===== src/rtl/gf256_arith_unit.sv =====
// Registered GF(2^8) multiplier lanes and lane-wise squarer over the AES field (0x11B).
// One register stage; results load only on valid_i, valid_o follows valid_i every cycle.
module gf256_arith_unit #(
  parameter int MUL_LANES = 3,
  parameter int SQ_LANES  = 4
) (
  input  logic                   clk_i,
  input  logic                   rst_i,
  input  logic                   valid_i,
  input  logic [MUL_LANES*8-1:0] mul_a_i,
  input  logic [MUL_LANES*8-1:0] mul_b_i,
  input  logic [SQ_LANES*8-1:0]  sq_i,
  output logic [MUL_LANES*8-1:0] mul_o,
  output logic [SQ_LANES*8-1:0]  sq_o,
  output logic                   valid_o
);

  logic [MUL_LANES*8-1:0] mul_d, mul_q;
  logic [SQ_LANES*8-1:0]  sq_d, sq_q;
  logic                   valid_q;

  // Shift-and-add: accumulate a*x^k for each set bit of b, reducing a on every shift.
  function automatic logic [7:0] gf_mul(input logic [7:0] a, input logic [7:0] b);
    logic [7:0] acc;
    logic [7:0] sh;
    acc = 8'h00;
    sh  = a;
    for (int k = 0; k < 8; k++) begin
      if (b[k]) acc = acc ^ sh;
      sh = {sh[6:0], 1'b0} ^ (sh[7] ? 8'h1B : 8'h00);
    end
    return acc;
  endfunction

  // Squaring is linear: spread bits to even positions, then fold the top bits back.
  function automatic logic [7:0] gf_sq(input logic [7:0] x);
    logic [14:0] p;
    p = 15'd0;
    for (int k = 0; k < 8; k++) p[2*k] = x[k];
    for (int k = 14; k >= 8; k--) begin
      if (p[k]) p = p ^ (15'h011B << (k - 8));
    end
    return p[7:0];
  endfunction

  always_comb begin
    mul_d = mul_q;
    sq_d  = sq_q;
    if (valid_i) begin
      for (int m = 0; m < MUL_LANES; m++)
        mul_d[8*m +: 8] = gf_mul(mul_a_i[8*m +: 8], mul_b_i[8*m +: 8]);
      for (int s = 0; s < SQ_LANES; s++)
        sq_d[8*s +: 8] = gf_sq(sq_i[8*s +: 8]);
    end
  end

  always_ff @(posedge clk_i or posedge rst_i) begin
    if (rst_i) begin
      mul_q   <= '0;
      sq_q    <= '0;
      valid_q <= 1'b0;
    end else begin
      mul_q   <= mul_d;
      sq_q    <= sq_d;
      valid_q <= valid_i;
    end
  end

  assign mul_o   = mul_q;
  assign sq_o    = sq_q;
  assign valid_o = valid_q;

endmodule


===== config.mk =====
export PLATFORM = sky130hd
export DESIGN_NAME = gf256_arith_unit
export DESIGN_NICKNAME = d
export VERILOG_FILES = /design/src/rtl/gf256_arith_unit.sv
export SDC_FILE = /design/constraint.sdc
export NUM_CORES = 1
export LEC_CHECK = 0
export ABC_CLOCK_PERIOD_IN_PS = 1800
export CAP_MARGIN = 20
export CORE_MARGIN = 10
export CORE_UTILIZATION = 47
export CTS_CLUSTER_SIZE = 10
export DETAILED_ROUTE_END_ITERATION = 7
export HOLD_SLACK_MARGIN = 0.02
export PLACE_DENSITY = 0.78
export SLEW_MARGIN = 30
export SYNTH_ARGS = -nofsm -noshare
export SYNTH_HDL_FRONTEND = slang
export SYNTH_SLANG_ARGS = --single-unit
export TNS_END_PERCENT = 20

===== constraint.sdc =====
create_clock -name clk_i -period 1.8 [get_ports clk_i]
set_input_delay 0.45 -clock clk_i [delete_from_list [all_inputs] [get_ports clk_i]]
set_output_delay 0.45 -clock clk_i [all_outputs]
set_load 0.02 [all_outputs]

* Word level (Yosys, flattened, before mapping) *
Cells that the tools add are included.
W data, S select, Z words.

storage, ports and cells
  logic and storage cells = 191
  output and inout port bits = 57
  register bits = 57
  input bits = 83

operators by class
  muxes and demuxes = 118
  bitwise operators = 70

operator list
  cell           count
  $mux W8        49
  $xor A8 B5 Y8  21
  $xor A8 B8 Y8  21
  $mux W5        25
  $not A4 Y4     28
  $mux W11       8
  $mux W10       8
  $mux W9        8
  $mux W14       4
  $mux W13       4
  $mux W12       4
  $mux W7        4
  $mux W6        4

* Logic depth before layout (Yosys ltp) *
Gate-level depths: netlist (run 1).

  word-level depth = 22
  gate-level depth with buffers = 8
  gate-level depth less buffers = 6

* Least setup slack after synthesis (run 1) *
OpenSTA, ideal clock, no wires.

  path type = input -> register
  from = input mul_a_i[18]
  to = register mul_q[19] (netlist: mul_o[19])
  required time = 1663 ps
  arrival = 1873 ps
  stages on the path = 7
  path slack = -210 ps
  buffers on the path = 1
  setup time = 137 ps
  cell sequence = clkbuf_1 xor3_2 xor2_1 nand2_1 xor3_1 xnor2_1 a21oi_1

between the ends
  word-level cells in the longest chain between the ends = 21
  elaborated cells between the ends (all ways) = 27
  classes of those cells = 14 x mux; 13 x bitwise

RTL lines
  item                  line  RTL
  start, declared       10    input logic [MUL_LANES*8-1:0] mul_a_i,
  $xor A8 B5 Y8 *       30    sh = {sh[6:0], 1'b0} ^ (sh[7] ? 8'h1B : 8'h00);
  $xor A8 B8 Y8         29    if (b[k]) acc = acc ^ sh;
  $mux W8               29
  $mux W8               49    if (valid_i) begin
  $xor A8 B8 Y8         29
  $mux W8               29
  $mux W8               49
  $xor A8 B8 Y8         29
  (+5 left out)         --
  $xor A8 B8 Y8         29
  $mux W8               29
  $mux W8               49
  $xor A8 B8 Y8         29
  $mux W8 *             29
  $mux W8 *             49
  $xor A8 B8 Y8         29
  $mux W8 *             29
  end signal, assigned  63    mul_q <= mul_d;
  end, declared         18    logic [MUL_LANES*8-1:0] mul_d, mul_q;

Every way passes the cells marked *; elsewhere a longest branch is shown, timed or not. The select of a mux whose other input is x is not followed.
A chain may end at the register's enable or synchronous reset.

* Final worst setup path (run 1) *
  from = input mul_a_i[7]
  to = register mul_q[3] (netlist: mul_o[3])

between the ends
  word-level cells in the longest chain between the ends = 22
  elaborated cells between the ends (all ways) = 30
  classes of those cells = 16 x mux; 14 x bitwise

RTL lines
  item             line
  $mux W5 *        30
  $xor A8 B5 Y8 *  30
  $xor A8 B8 Y8    29
  $mux W8          29
  $mux W8          49
  $xor A8 B8 Y8    29
  $mux W8          29
  $mux W8          49
  (+6 left out)    --
  $xor A8 B8 Y8    29
  $mux W8          29
  $mux W8          49
  $xor A8 B8 Y8    29
  $mux W8          29
  $mux W8          49
  $xor A8 B8 Y8    29
  $mux W8 *        29

Marked as above.

==> flow_results.org, run 1 <==
** Route
- In this run the remaining antenna-violating nets after routing total 0.
- First-pass detailed-route iteration total :: 5
- Aggregate routed wire length :: 20800 um
- The detailed router finished its first iteration with 510 violations.
- Routed vias/inst :: 5.17
- For this block, the via count after detailed routing is 5886.
- Post-route DRC :: 0
- Post-DR wirelength/cell :: 18.2 um

** Worst setup path
- Critical-path top delay cell :: sky130_fd_sc_hd__xor3_1
- Crit path buffers/inverters :: 3
- Worst setup EP type :: flip-flop
- Type of element launching the critical path :: input port
- Of all nets on the critical path, the largest fanout is 6.
- FF-to-FF End :: mul_o[10]$_DFFE_PP0P_
- The critical path is of the in2reg type.
- On the worst path, the slowest cell contributes a delay of 0.40 ns.
- Traced cell by cell, the critical path runs through buf_8 > buf_12 > buf_12 > xor2_4 > o2bb2ai_2 > o311a_1 > xor3_1 > xnor2_1 > a21oi_1.
- Logic depth of the worst register-to-register path :: 1
- Most frequent CP cell :: sky130_fd_sc_hd__buf_12
- The startpoint identified for the worst register-to-register timing path is mul_o[10]$_DFFE_PP0P_.
- Worst reg2reg setup slack :: 1.02 ns
- Data arrival time of the critical path :: 2.10 ns
- Largest delay contributor family on the critical path :: XOR/XNOR gates
- At the worst endpoint, the required time is 2.01 ns.

** Clock tree
- Buffer type at the clock tree root :: sky130_fd_sc_hd__clkbuf_16
- Reg clk slew, reported paths :: 0.06 ns
- The number of hold buffers added after CTS was 0.
- Total clock buffers created by CTS :: 9
- Maximum buffer depth of the clock tree :: 2
- In this run the number of H-tree levels came out at 3.
- CTS tree :: yes
- The clock reaches the later pin of the worst-skew pair after 0.32 ns.
- For this design, the sink count on the clock tree is 57.

** Placed design
- Final weighted congestion in routability-driven placement :: 0.952
- Buffers placed on the I/O ports in this run total 139.
- Detailed placer's ending HPWL :: 14500 um
- Number of placed cells counting well taps :: 1071

** Floorplanning
- Starting density of the core :: 0.484
- Core footprint :: 0.0128 mm2
- The die is 135 um wide.
- Chip Height :: 135 um
- During I/O placement, the number of pins put on the boundary was 140.
- Die Footprint :: 0.0181 mm2
- Floorplan row count :: 41

** Status
- Run status :: finished, violations left
- The final reports fail on negative setup slack.

** Yosys
- Fraction of post-synthesis cell area in the top cell type by area :: 0.231
- Unique masters post-synth :: 39
- Mux share of post-synthesis cell area :: 0.0457
- By area, the combinational part of the netlist is dominated by XOR/XNOR gates.
- The fraction of the mapped netlist area in compound gates is 0.0585.
- Cells after synthesis :: 693
- Avg Synthesized Cell Area :: 8.92 um2
- Adder-cell share of the synthesized area :: 0
- During synthesis, Yosys emitted a total of 0 warnings.
- Cell taking the most area after synthesis :: sky130_fd_sc_hd__dfrtp_1
- Of the total synthesized cell area, the portion taken by XOR and XNOR cells is 0.464.
- By area the synthesized netlist is led by sky130_fd_sc_hd__dfrtp_1 (23%), sky130_fd_sc_hd__xnor2_1 (22%), sky130_fd_sc_hd__nand2_1 (10%).
- Counting flops and latches in the post-synthesis netlist gives 57.
- Of the total synthesized cell area, the portion taken by AND, OR, NAND and NOR gates is 0.149.
- The number of nets handed over by synthesis was 776.
- Share of synthesized area occupied by flip-flops and latches :: 0.231
- Syn Std Cell Area :: 0.00618 mm2

** Min path
- The worst hold path begins at sq_o[9]$_DFFE_PP0P_.
- WHS Path Cells :: 1
- Endpoint of the worst hold path :: sq_o[9]$_DFFE_PP0P_
- The path class of the tightest hold or removal check is reg2reg.

** Timing
- The number of max-slew violations in the final report was 0.
- Maximum clock skew at final layout :: 0 ns
- Derived from the worst setup path, the maximum achievable clock frequency is 529 MHz.
- Measured against its own limit, the worst slew margin works out to 0.654.
- Setup repair after global routing could not meet its margin everywhere.
- Least setup slack across all paths after layout :: -0.0891 ns
- Worst slew pin tran :: 0.519 ns
- Min Clock Period, post-route :: 1.89 ns
- Final Hold Slack :: 0.506 ns
- Setup violations remaining at the end of the flow were counted as 5.
- In the final timing run, aggregate negative setup slack is -0.227 ns.
- The final hold violation count was 0.
- Post-route fraction of the period consumed by the critical path :: 1.05

** Power and ir drop
- Sw Pwr :: 0.00306 W
- Summed over all cells, the static leakage comes to 4.69 nW.
- Internal portion of total power :: 0.00517 W
- Of the total power, the clock network draws 0.196.
- VDD sags by at most 0.624 mV.
- Of the total power, the share spent switching nets is 0.372.
- Relative contribution of sequential cells to total power :: 0.231
- PwrDens :: 828 mW/mm2
- Final total power :: 0.00822 W
- Relative contribution of combinational cells to total power :: 0.573

** Global route
- For this run, the total global-route usage over all layers was measured as 0.215.
- M3 GR Usage :: 0.0263
- GR Layer Usage met2 :: 0.398
- Vias in the first global route :: 6163
- Antenna violations before repair :: 0
- Met1 capacity usage during global routing :: 0.247
- The global routing stage identified its most utilized layer as met2.
- The first global-routing pass estimated 31900 um of wire.
- Entering global routing, the biggest net connects 58 pins.
- Remaining global-route overflow :: 0

** Layout
- In the final design database the tool counted 1045 nets.
- The repair_antennas step left the layout with diodes totalling 0.
- Post-Layout Cell Count :: 1139
- Compared with the post-synthesis result, the final layout area differs by 60.7%.
- Layout cells sized above 1 :: 0.333
- At the end of the flow the core is filled with cells to 0.778.

** Flow run
- The tool flagged a number of max-cap violations equal to 0.
## synthesized netlist by cell type
library cell / count
sky130_fd_sc_hd__nor2_1: 49
sky130_fd_sc_hd__a21boi_0: 1
sky130_fd_sc_hd__o22ai_1: 2
sky130_fd_sc_hd__xor3_2: 2
sky130_fd_sc_hd__xor2_2: 5
sky130_fd_sc_hd__a21oi_1: 43
sky130_fd_sc_hd__o2bb2ai_1: 1
sky130_fd_sc_hd__and2_1: 1
sky130_fd_sc_hd__xor3_1: 19
sky130_fd_sc_hd__buf_2: 9
sky130_fd_sc_hd__clkbuf_1: 37
sky130_fd_sc_hd__mux2_2: 18
sky130_fd_sc_hd__o221a_2: 1
sky130_fd_sc_hd__dfrtp_1: 57
sky130_fd_sc_hd__xor2_1: 47
sky130_fd_sc_hd__o21ai_0: 3
sky130_fd_sc_hd__xor2_4: 3
sky130_fd_sc_hd__o221ai_1: 1
sky130_fd_sc_hd__nand2b_1: 3
sky130_fd_sc_hd__o211ai_1: 1
sky130_fd_sc_hd__xnor3_1: 20
sky130_fd_sc_hd__mux2i_1: 8
sky130_fd_sc_hd__inv_1: 5
sky130_fd_sc_hd__nand4_1: 1
sky130_fd_sc_hd__a211o_1: 2
sky130_fd_sc_hd__o21a_1: 1
sky130_fd_sc_hd__nand2_1: 170
sky130_fd_sc_hd__a32oi_1: 1
sky130_fd_sc_hd__and3_1: 1
sky130_fd_sc_hd__a2111oi_2: 1
sky130_fd_sc_hd__nor2b_1: 3
sky130_fd_sc_hd__buf_4: 7
sky130_fd_sc_hd__o311a_1: 1
sky130_fd_sc_hd__xnor2_1: 153
sky130_fd_sc_hd__buf_6: 6
sky130_fd_sc_hd__and3b_1: 1
sky130_fd_sc_hd__nand3_1: 7
sky130_fd_sc_hd__a21o_1: 1
sky130_fd_sc_hd__o22a_1: 1
## flip-flops by register name, summed over array words and instances, names as in the netlist
| register | cells |
|---|---|
| valid_o | 1 |
| sq_o | 32 |
| mul_o | 24 |
## layout make-up
| type | instances | area [um2] |
|---|---|---|
| Multi-Input combinational cell | 572 | 5000 |
| Fill cell | 787 | 2840 |
| Clock inverter | 6 | 43.8 |
| Inverter | 5 | 22.5 |
| Clock buffer | 10 | 239 |
| Sequential cell | 57 | 1430 |
| Timing Repair Buffer | 317 | 2990 |
| Tap cell | 172 | 215 |
## kinds of logic (layout without fill, tap and decap cells)
logic type      after synthesis  in the layout
xor+xnor                    249            249
buf+inv                      64            338
simple gates                236            236
mux                          26             26
flops                        57             57
compound gates               61             61
## cell usage in the layout, fill, tap and decap left out, types with 5 or more instances in the layout
master                            instances
sky130_fd_sc_hd__xor2_4                  11
sky130_fd_sc_hd__dfrtp_1                 57
sky130_fd_sc_hd__buf_12                  13
sky130_fd_sc_hd__xnor2_1                117
sky130_fd_sc_hd__clkinvlp_4               5
sky130_fd_sc_hd__nand3_1                  7
sky130_fd_sc_hd__buf_6                   28
sky130_fd_sc_hd__xor3_2                   7
sky130_fd_sc_hd__nor2_1                  49
sky130_fd_sc_hd__xnor2_2                 32
sky130_fd_sc_hd__xor2_2                   8
sky130_fd_sc_hd__buf_2                    8
sky130_fd_sc_hd__buf_4                  139
sky130_fd_sc_hd__mux2i_1                  8
sky130_fd_sc_hd__dlymetal6s2s_1          16
sky130_fd_sc_hd__xnor3_1                 20
sky130_fd_sc_hd__a21oi_1                 40
sky130_fd_sc_hd__nand2_1                158
sky130_fd_sc_hd__clkbuf_16                9
sky130_fd_sc_hd__clkdlybuf4s50_1         83
sky130_fd_sc_hd__nand2_2                 10
sky130_fd_sc_hd__xor2_1                  36
sky130_fd_sc_hd__clkbuf_2                 6
sky130_fd_sc_hd__mux2_2                  18
sky130_fd_sc_hd__xor3_1                  14
sky130_fd_sc_hd__dlygate4sd2_1           14
## power by group through the flow
stage	logic, W	clock network, W	registers, W
floorplan	0.00223	0	0.00232
global placement	0.00425	0	0.00190
detailed placement	0.00432	0	0.00191
CTS	0.00458	0.00165	0.00190
global route	0.00500	0.00172	0.00194
finish	0.00471	0.00162	0.00190
## worst max path at each step
stage | startpoint | depth (start not counted) | slack, ns | to
2_1_floorplan | mul_a_i[2] | 7 | -0.11 | mul_o[3]$_DFFE_PP0P_
3_3_place_gp | mul_a_i[11] | 8 | -0.73 | mul_o[10]$_DFFE_PP0P_
3_5_place_dp | mul_a_i[22] | 8 | -0.86 | mul_o[19]$_DFFE_PP0P_
4_1_cts | mul_a_i[12] | 10 | -0.12 | mul_o[11]$_DFFE_PP0P_
5_1_grt | mul_a_i[12] | 9 | -0.14 | mul_o[11]$_DFFE_PP0P_
6_report | mul_a_i[7] | 9 | -0.09 | mul_o[3]$_DFFE_PP0P_
## timing repair
action,in CTS,in global routing
cloned,1,1
setup endpoints to repair,27,34
setup buffers,43,12
pin swaps,74,44
resized for setup,151,90
## layer usage
metal | part of all wire | vias to the layer above | routed length, um
li1 | - | 2721 | -
met1 | 0.38 | 2885 | 7840
met2 | 0.55 | 230 | 11300
met3 | 0.048 | 50 | 998
met4 | 0.029 | 0 | 596
met5 | 0 | - | 0
## through the flow
| step | instance area (um2) | setup slack [ns] |
|---|---|---|
| after detailed placement | 8690 | -0.860 |
| final | 9930 | -0.0891 |
| after CTS | 9630 | -0.119 |
| after floorplan | 6430 | -0.113 |
| after global placement | 8690 | -0.735 |
| after global routing | 9930 | -0.136 |
No activity file was read; power rests on OpenSTA's default activity.
==> inputs of run 2 (changes only) <==
--- a/config.mk
+++ b/config.mk
@@ -6,11 +6,12 @@
 export NUM_CORES = 1
 export LEC_CHECK = 0
 export ABC_CLOCK_PERIOD_IN_PS = 1800
-export CAP_MARGIN = 20
+export CAP_MARGIN = 25
 export CORE_MARGIN = 10
 export CORE_UTILIZATION = 47
 export CTS_CLUSTER_SIZE = 10
 export DETAILED_ROUTE_END_ITERATION = 7
+export GPL_TIMING_DRIVEN = 0
 export HOLD_SLACK_MARGIN = 0.02
 export PLACE_DENSITY = 0.78
 export SLEW_MARGIN = 30
==> flow_results.org, run 2 (synthesized netlist as in run 1, its figures left out) <==
** Layout
- Most used cells in the layout excluding fill and tap cells :: sky130_fd_sc_hd__nand2_1 (159), sky130_fd_sc_hd__xnor2_1 (128), sky130_fd_sc_hd__clkdlybuf4s50_1 (67), sky130_fd_sc_hd__dfrtp_1 (57), sky130_fd_sc_hd__buf_4 (49)
- Layout cells sized above 1 :: 0.269 (-0.0637)
- Area added between synthesis and finish :: 49.6%
- Flip-flop count of the largest register, all copies and words added :: 32 (unchanged)
- Most common cell after layout, fill and taps aside :: sky130_fd_sc_hd__nand2_1
- The number of nets in the layout came to 958 (-8.3%).

** Timing
- The relative slew slack came to 0.635 (-0.0191).
- Max Fclk :: 535 MHz (+1.1%)
- The worst-case clock skew is 0 ns (unchanged).
- Final-report hold violation count :: 0 (unchanged)
- Worst slew pin tran :: 0.548 ns (+0.0287 ns)
- The clock period minus final worst setup slack is 1.87 ns (-0.0210 ns).
- The number of max-slew violations in the final report came to 0 (unchanged).
- The final count of negative-setup-slack endpoints is 6 (+1).
- Least setup slack across all paths after layout :: -0.0681 ns (+0.0210 ns)
- Post-route setup TNS :: -0.195 ns (+0.0320 ns)
- The fraction of the cycle the final worst path needs was 1.04 (-0.0117).
- Setup repair after global routing could not meet its margin everywhere.

** Global route
- Pin count of the biggest net entering global routing :: 31 (-47%)
- The aggregate global-route resource usage came to 0.210 (-0.00478).
- The leftover overflow at the end of global routing was 0 (unchanged).
- Wire length of the first global-routing pass :: 30900 um (-3.3%)
- The via count of the first global-routing pass is 5850 (-5.1%).
- Antenna violations before repair :: 1 (+1)

** Clock tree
- The maximum clock path buffer count was 2 (unchanged).
- The source-to-sink clock delay at the later pin of the worst-skew pair is 0.32 ns (about the same).
- Reg clk slew, reported paths :: 0.06 ns (about the same)
- Buffer type at the clock tree root :: sky130_fd_sc_hd__clkbuf_16
- The TritonCTS sink count was 57 (unchanged).
- The total clock buffers created by CTS came to 9 (unchanged).
- H-tree lvl count :: 3 (unchanged)
- TritonCTS built the clock tree.

** Route
- Count of antenna-violating nets left after detailed routing :: 0 (unchanged)
- The routed via count divided by cell count is 5.36 (+3.7%).
- First-pass detailed-route iteration total :: 5 (unchanged)
- Via count :: 5641 (-4.2%)
- Number of DRC violations after detailed-routing iteration 0 :: 464 (-9.0%)
- Post-route DRC :: 0 (unchanged)
- The final wirelength came to 20400 um (-1.7%).
- Post-DR wirelength/cell :: 19.4 um (+6.4%)

** Placed design
- The count of buffers from port buffering is 110 (-21%).
- The global placement routability congestion was 0.904 (-5.1%).
- The post-DP HPWL is 13800 um (-4.7%).
- Placement Setup Slack :: -0.972 ns (-0.112 ns)

** Worst setup path
- Top fanout value on the critical path :: 8 (+2)
- The arrival time of the worst setup path is 2.07 ns (-0.03 ns).
- Worst reg2reg setup slack :: 1.00 ns (-0.02 ns)
- FF-to-FF End :: mul_o[10]$_DFFE_PP0P_
- STA classifies the critical path startpoint as an input port.
- Required arrival time at the worst endpoint :: 2.00 ns (about the same)
- Among all stages on the critical path, the largest delay is contributed by sky130_fd_sc_hd__xor3_1.
- Largest stage delay on the critical path :: 0.45 ns (+0.05 ns)
- The number of cells on the worst reg-to-reg path is 1 (unchanged).
- Traced cell by cell, the critical path runs through buf_8 > xor3_1 > xor2_1 > nand2_1 > xor3_2 > xnor2_2 > a21oi_1.
- The startpoint identified for the worst register-to-register timing path is mul_o[10]$_DFFE_PP0P_.
- Startpoint-to-endpoint class of the critical path :: in2reg
- Worst setup EP type :: flip-flop

** Floorplanning
- Floorplan row count :: 41 (unchanged)
- The die extent in y was 135 um (unchanged).
- The area of the die was 0.0181 mm2 (unchanged).
- I/O pin cnt :: 140 (unchanged)
- Starting density of the core :: 0.484 (unchanged)
- The area of the core is 0.0128 mm2 (unchanged).
- DIE WIDTH :: 135 um (unchanged)

** Power and ir drop
- The standby leakage power is 4.25 nW (-9.3%).
- The peak supply drop was 0.549 mV (-12%).
- PwrDens :: 888 mW/mm2 (+7.3%)

** Status
- Run status :: finished, violations left
- Violations in the final reports :: negative setup slack

** Min path
- In this run the worst hold path is classified as in2async.

** Flow run
- MaxCap Viol Count :: 0 (unchanged)
==> run 2: timing repair <==
item                       4_1_cts  5_1_grt
pin swaps                       55       67
hold buffers                     0        0
buffers inserted                35       26
gates resized for setup        126      129
cloned                           2        1
setup endpoints to repair       57       69
==> run 2: final cells by class <==
type	count	area (um2)
diodes	1	2.50
clock inverters	6	66.3
plain buffers	57	513
fillers	853	3520
flip-flops and latches	57	1430
multi-input cells	572	5000
well taps	172	215
inverters	5	22.5
repair buffers	173	1760
clock buffers	10	239
==> run 2: how the worst max path moves through the flow <==
| stage | to | cells after the start | startpoint |
|---|---|---|---|
| after floorplan | mul_o[3]$_DFFE_PP0P_ | 7 | mul_a_i[2] |
| after detailed placement | mul_o[19]$_DFFE_PP0P_ | 8 | mul_a_i[22] |
| after global routing | mul_o[6]$_DFFE_PP0P_ | 9 | mul_a_i[5] |
| after CTS | mul_o[18]$_DFFE_PP0P_ | 7 | mul_b_i[20] |
| final | mul_o[19]$_DFFE_PP0P_ | 7 | mul_a_i[19] |
| after global placement | mul_o[3]$_DFFE_PP0P_ | 8 | mul_a_i[7] |
==> run 2: power by group <==
part	internal (W)	switching [W]
clock	0.00111	0.000624
sequential	0.00166	0.000252
combinational	0.00240	0.00218
==> run 2: worst max-delay path: cells and delay by family <==
family,cells,cell delay [ns]
buffers and inverters,1,0.12
xor gates and xnor gates,4,1.30
AOI/OAI and AO/OA,1,0.10
and+or+nand+nor,1,0.10
==> run 2: metrics by stage <==
| step | hold slack, ns | power, W | area, um2 | util | std cells |
|---|---|---|---|---|---|
| after floorplan | 0.481 | 0.00455 | 6430 | - | 693 |
| after global placement | 0.491 | 0.00590 | 7750 | 0.607 | 975 |
| after detailed placement | 0.498 | 0.00600 | 7790 | 0.610 | 977 |
| after CTS | 0.366 | 0.00800 | 8680 | 0.679 | 1030 |
| after global routing | 0.380 | 0.00862 | 9250 | 0.724 | 1052 |
| final | 0.377 | 0.00822 | 9250 | 0.724 | 1053 |
==> run 2: metal layers <==
| layer | wire length (um) | vias up | track usage | share of wire |
|---|---|---|---|---|
| met5 | 0 | - | 0 | 0 |
| met4 | 822 | 0 | 0.0961 | 0.040 |
| met3 | 1160 | 64 | 0.0427 | 0.057 |
| met2 | 10700 | 244 | 0.372 | 0.52 |
| met1 | 7720 | 2788 | 0.237 | 0.38 |
| li1 | - | 2545 | - | - |
